$ cat config.mk
export PLATFORM = sky130hd
export DESIGN_NAME = instruction_fetch_unit
export DESIGN_NICKNAME = d
export VERILOG_FILES = /design/src/rtl/instruction_fetch_unit.sv
export SDC_FILE = /design/constraint.sdc
export NUM_CORES = 1
export LEC_CHECK = 0
export BUFFER_PORTS_ARGS = -buffer_cell sky130_fd_sc_hd__buf_2
export CAP_MARGIN = 15
export CORE_ASPECT_RATIO = 0.9
export CORE_MARGIN = 5
export CORE_UTILIZATION = 30
export DETAILED_ROUTE_END_ITERATION = 12
export HOLD_SLACK_MARGIN = 0.15
export PLACE_DENSITY = 0.66
export RECOVER_POWER = 100
export SETUP_SLACK_MARGIN = 0.05
export SLEW_MARGIN = 30
export SYNTH_ARGS = -nofsm -noshare
export SYNTH_HDL_FRONTEND = slang
export SYNTH_SLANG_ARGS = --single-unit
$ cat constraint.sdc
create_clock -name clk -period 2.88 [get_ports clk]
set_clock_uncertainty 0.05 [all_clocks]
set_input_delay 0.576 -clock clk [delete_from_list [all_inputs] [get_ports clk]]
set_output_delay 0.576 -clock clk [all_outputs]
set_load 0.1 [all_outputs]
$ cat src/rtl/instruction_fetch_unit.sv
// Purpose : owns the PC, fetches 32-bit words from imem and hands {instruction, pc} to decode.
// Latency : grant in t, rvalid in t+1 -> inst_valid in t+2; next request the cycle after accept.
// Backpressure: holds the word (no new imem request) while inst_ready=0; one request outstanding max.
module instruction_fetch_unit #(
    parameter int                    DATA_WIDTH = 32,
    parameter int                    ADDR_WIDTH = 32,
    parameter logic [ADDR_WIDTH-1:0] RESET_PC   = '0,
    parameter logic [DATA_WIDTH-1:0] NOP_INST   = 'h13
) (
    input  logic                  clk,
    input  logic                  rst_n,

    // PC redirect from the control unit (branch / jump taken)
    input  logic                  redirect_valid,
    input  logic [ADDR_WIDTH-1:0] redirect_pc,

    // instruction memory port
    output logic                  imem_req,
    output logic [ADDR_WIDTH-1:0] imem_addr,
    input  logic                  imem_gnt,
    input  logic                  imem_rvalid,
    input  logic [DATA_WIDTH-1:0] imem_rdata,

    // decode-side handshake
    output logic                  inst_valid,
    input  logic                  inst_ready,
    output logic [DATA_WIDTH-1:0] instruction,
    output logic [ADDR_WIDTH-1:0] pc,
    output logic [ADDR_WIDTH-1:0] pc_plus4
);

    // FETCH: request in flight on the bus, WAIT: granted, awaiting rvalid,
    // HOLD: word presented to decode, waiting for inst_ready.
    typedef enum logic [1:0] {
        S_FETCH = 2'd0,
        S_WAIT  = 2'd1,
        S_HOLD  = 2'd2
    } state_t;

    localparam logic [ADDR_WIDTH-1:0] PC_STEP = ADDR_WIDTH'(4);

    state_t                  state;
    logic [ADDR_WIDTH-1:0]   fetch_pc;      // address of the next / current fetch
    logic                    kill;          // the outstanding response belongs to a redirected-away path
    logic                    inst_valid_q;
    logic [DATA_WIDTH-1:0]   inst_q;
    logic [ADDR_WIDTH-1:0]   pc_q;
    logic [ADDR_WIDTH-1:0]   redirect_target;

    // Instructions are word aligned; low address bits of a target are dropped.
    assign redirect_target = {redirect_pc[ADDR_WIDTH-1:2], 2'b00};

    // Fetch sequencer: PC update, outstanding-request tracking and the decode-side output register.
    always_ff @(posedge clk or negedge rst_n) begin
        if (!rst_n) begin
            state        <= S_FETCH;
            fetch_pc     <= RESET_PC;
            kill         <= 1'b0;
            inst_valid_q <= 1'b0;
            inst_q       <= NOP_INST;
            pc_q         <= RESET_PC;
        end else begin
            // A redirect always retargets the fetch PC; the last one seen wins.
            // The HOLD accept path below overrides this only when no redirect is present.
            if (redirect_valid) begin
                fetch_pc <= redirect_target;
            end

            case (state)
                S_FETCH: begin
                    if (imem_gnt) begin
                        // A redirect in the grant cycle makes the granted word stale.
                        state <= S_WAIT;
                        kill  <= redirect_valid;
                    end
                end

                S_WAIT: begin
                    if (imem_rvalid) begin
                        kill <= 1'b0;
                        if (kill || redirect_valid) begin
                            // Wrong-path word: drop it and fetch from the (new) target.
                            state <= S_FETCH;
                        end else begin
                            inst_q       <= imem_rdata;
                            pc_q         <= fetch_pc;
                            inst_valid_q <= 1'b1;
                            state        <= S_HOLD;
                        end
                    end else if (redirect_valid) begin
                        // Response still in flight; remember to discard it when it lands.
                        kill <= 1'b1;
                    end
                end

                S_HOLD: begin
                    if (redirect_valid) begin
                        // Flush: the held word is withdrawn (or was just consumed) and replaced by a NOP.
                        inst_valid_q <= 1'b0;
                        inst_q       <= NOP_INST;
                        state        <= S_FETCH;
                    end else if (inst_ready) begin
                        inst_valid_q <= 1'b0;
                        fetch_pc     <= pc_q + PC_STEP;
                        state        <= S_FETCH;
                    end
                end

                default: begin
                    state <= S_FETCH;
                end
            endcase
        end
    end

    // Memory request is a decode of the state, forced low while reset is asserted.
    assign imem_req    = rst_n && (state == S_FETCH);
    assign imem_addr   = fetch_pc;

    assign inst_valid  = inst_valid_q;
    assign instruction = inst_q;
    assign pc          = pc_q;
    // Wraps modulo 2^ADDR_WIDTH by construction.
    assign pc_plus4    = pc_q + PC_STEP;

endmodule

# Word level (Yosys, flattened, before mapping)
# Index checks and enable logic that the tools add are counted.
[totals]
ff_bits = 100
in_bits = 70
wordCells = 49
[op_classes]
n_eq_ne = 8
n_reduce_logical = 10
n_bitwise = 1
add_sub_neg = 1
mux = 23
[ops]
columns = ["operator", "n"]
rows = [
  ["32-bit two-way mux", 7],
  ["32-bit one-hot mux with 2 select lines", 1],
  ["32-bit by 3-bit adder with 32-bit output, second input constant", 1],
  ["2-bit two-way mux", 5],
  ["3-bit AND reduction", 3],
  ["2-bit inequality test, second input constant", 4],
  ["4-bit AND reduction", 2],
  ["1-bit two-way mux", 7],
  ["3-bit inequality test, second input constant", 2],
  ["2-bit one-hot mux with 3 select lines", 1],
  ["1-bit one-hot mux with 2 select lines", 2],
  ["2-bit nonzero test", 2],
  ["2-bit by 1-bit == test with 1-bit output, second input constant", 1],
  ["2-bit == test, second input constant", 1],
  ["2-bit zero test", 1],
  ["1-bit logical AND", 1],
  ["1-bit logical OR", 1],
  ["1-bit NOT", 1],
]

# Longest topological paths before layout
[logic_depth]
depth_word = 4
depth_mapped = 8

# Worst setup path before layout
# Ideal clock, no wire load.
[synth_timing]
kind = "register -> output"
start = "reg pc_q[9] (netlist: pc[9])"
end = "out pc_plus4[24]"
t_required_ns = 2.254
path_slack_ns = -1.463
path_buffers = 1
stages_incl_launch_ff = 6
arrival_time_ns = 3.717
path_cell_list = "dfrtp_1 > nand4_1 > nor4_1 > buf_2 > nand4_1 > xnor2_1"
[synth_between]
elab_chain_cells = 1
[synth_lines]
columns = ["item", "line", "text"]
rows = [
  ["start, declared", "47", "logic [ADDR_WIDTH-1:0] pc_q;"],
  ["start signal, assigned", "86", "pc_q <= fetch_pc;"],
  ["32-bit by 3-bit adder with 32-bit output", "124", "assign pc_plus4 = pc_q + PC_STEP;"],
  ["end, declared", "29", "output logic [ADDR_WIDTH-1:0] pc_plus4"],
]
# No other way between the ends.

# Final worst setup path
[layout_timing]
start = "reg pc_q[2] (netlist: pc[2])"
end = "out pc_plus4[20]"
# The elaborated chain is that of the path after synthesis.

==> run_results.csv <==
group,metric,value,unit
run_status,status,"finished, violations left",
run_status,violations,"capacitance limit, slew limit, setup timing",
cells_and_area,multi_input_area,2450,um2
synthesis,yosys_warnings,0,
critical_path,worstPathRequired,2250,ps
clock_network,path_clk_slew,70,ps
floorplan,row_count,43,
synthesis,synth-seq-cells,100,
clock_network,cts_sinks,100,
placed_design,dp.cells,851,
sta,drv_slew,68,
floorplan,fp.coreArea,15300,um2
critical_path,worstPathMaxFanout,5,
sta,timing.fmax,345,MHz
synthesis,yosys_most_used_dff,"dfrtp_1",
grt,grt_use_total,16.6,%
sta,tightest_slew,1500,ps
critical_path,ff2ff_path_depth,4,
sta,timing.final.crit_share,101,%
worst_hold_path,whs_endpoint,"imem_addr[9]",
job,max_cap_violations,1,
worst_hold_path,min_path_cells,3,
synthesis,synthCells,470,
grt,grt_pass1_vias,4489,
routing,vias,4299,
clock_network,cts_buffers,9,
synthesis,syn_area,4660,um2
placed_design,routabilityCongestion,0.809,
sta,fin_ws,-17.3,ps
synthesis,syn_nets,541,
clock_network,clk_latency,350,ps
clock_network,postCtsHoldBufs,0,
grt,overflow,0,
synthesis,postSynthAreaPerCell,9.92,um2
sta,finalSetupViolCount,1,
routing,ant_nets,0,
sta,rsz0062_at_grt,"true",
critical_path,reg2reg_to,"pc[22]",
critical_path,cp.arrival,2270,ps
synthesis,synth_edf_count,0,
routing,drt-total-wl,15100,um
cells_and_area,area_delta_synth_final,48.4,%
cells_and_area,regArea,2580,um2
routing,first_pass_iters,4,
critical_path,worstSetupPathType,"flip-flop to output pin",
floorplan,die-area,18100,um2
floorplan,die_y,128,um
critical_path,rrSetupSlack,230,ps
cells_and_area,fill_cells,1472,
sta,finalCriticalPeriod,2900,ps
critical_path,rr_startpoint,"state[1]",
floorplan,ioPinCount,200,
synthesis,yosysSeqAreaShare,53.8,%
grt,grt_pass1_wl,23900,um
critical_path,startpoint_type,"flip-flop",
cells_and_area,final_layout_size_suffix_gt1_share,32.1,%
floorplan,initial_core_util,30.4,%
synthesis,synthArstFlopShare,100,%
routing,remaining_drc_errors,0,
sta,fin_hold_ws,384,ps
synthesis,ys_types,50,
grt,antenna_found_initial,0,
clock_network,clockRootBuffer,"clkbuf_16",
cells_and_area,final_common_cell,"nand2_1",
critical_path,critPathCaptureType,"output pin",
cells_and_area,n_antenna_cell,0,
clock_network,clockBufferDepth,2,
clock_network,cts_tree,"done",
floorplan,fp.dieW,141,um
cells_and_area,fin_nets,746,
routing,wl_per_cell,17.1,um
sta,finalHoldViolCount,0,
routing,drtIter0Drc,336,
routing,via_per_inst,4.87,
clock_network,h-tree-depth,3,
placed_design,dpl.hpwl,11000,um
worst_hold_path,hold_class,"input port to flip-flop",
placed_design,port_buffers,197,
placed_design,pre_cts_ws,213,ps
cells_and_area,instances_no_fill,882,
sta,relSlewSlack,-0.330,%
grt,grt_max_degree,69,
cells_and_area,final_cell_mix,"117 x nand2_1, 103 x clkbuf_1, 70 x dfrtp_1",
worst_hold_path,holdCritStartpoint,"redirect_pc[9]",
[synthesized netlist by cell type (all sizes together) (8+ instances only)]
cell,instances,share of area [%]
nand4,13,2.1
a22o,29,5.4
a21o,9,1.4
xnor2,16,3.0
nor2,29,2.3
o21ai,15,1.6
clkbuf,19,1.5
mux2i,17,3.6
nand3,8,0.86
nand2,119,9.6
nor3b,11,1.8
buf,13,1.5
dfrtp,97,52
[per-layer routing]
| metal | wire length (um) | GRT usage (%) | vias up | share of wire [%] |
|---|---|---|---|---|
| met5 | 0 | 0 | - | 0 |
| met4 | 211 | 5.30 | 0 | 1.4 |
| met3 | 973 | 3.73 | 16 | 6.4 |
| met2 | 7420 | 28.2 | 151 | 49 |
| met1 | 6500 | 21.1 | 2093 | 43 |
| li1 | - | - | 2039 | - |
[cells by family after synthesis]
family	after synthesis	share of synthesized area [%]
flops	100	53.8
xor+xnor	23	4.32
simple gates	208	21.0
fa+ha+maj	1	0.268
compound gates	82	13.5
mux	17	3.65
buf+inv	39	3.57
[repair_timing]
item	CTS	global route
setup buffers	7	8
pin swaps	6	8
setup endpoints to repair	15	17
gates resized for setup	6	10
[registers in the layout, indices dropped and copies added, names as in the netlist]
register and cells:
inst_valid 1, pc 32, state 2, kill 1, imem_addr 32, instruction 32
[layout make-up]
cell class,count,area share [%]
inverter,7,0.380
timing repair buffer,226,18.8
tap,202,3.65
sequential,100,37.3
clock buffer,10,3.45
clock inverter,6,0.995
multi-input combinational,331,35.4
[metrics by stage]
stage          util [%]  setup TNS (ps)  instance area [um2]
6_report           45.1           -17.3                 6920
5_1_grt            45.1            -570                 6920
4_1_cts            45.9            -109                 7030
3_5_place_dp       43.4               0                 6650
3_3_place_gp       43.3               0                 6650
2_1_floorplan         -           -55.3                 5140
[worst max path at each step]
stage / start / end / slack (ps)
3_5_place_dp: pc[10] / pc_plus4[20] / 210
3_3_place_gp: pc[10] / pc_plus4[20] / 210
6_report: pc[2] / pc_plus4[20] / -20
2_1_floorplan: pc[15] / pc_plus4[31] / -30
4_1_cts: pc[2] / pc_plus4[20] / -60
5_1_grt: pc[2] / pc_plus4[20] / -80
[worst max-delay path, cell delays in order, from the launching register on]
cell and delay [ps]:
dfrtp_4 450, ha_4 150, nand2_4 60, or4_4 570, o31a_1 290, or2_4 250
buf_12 160
Power is not shown: default switching activity piles up to over one toggle a cycle in this logic, so the estimate is an artifact.
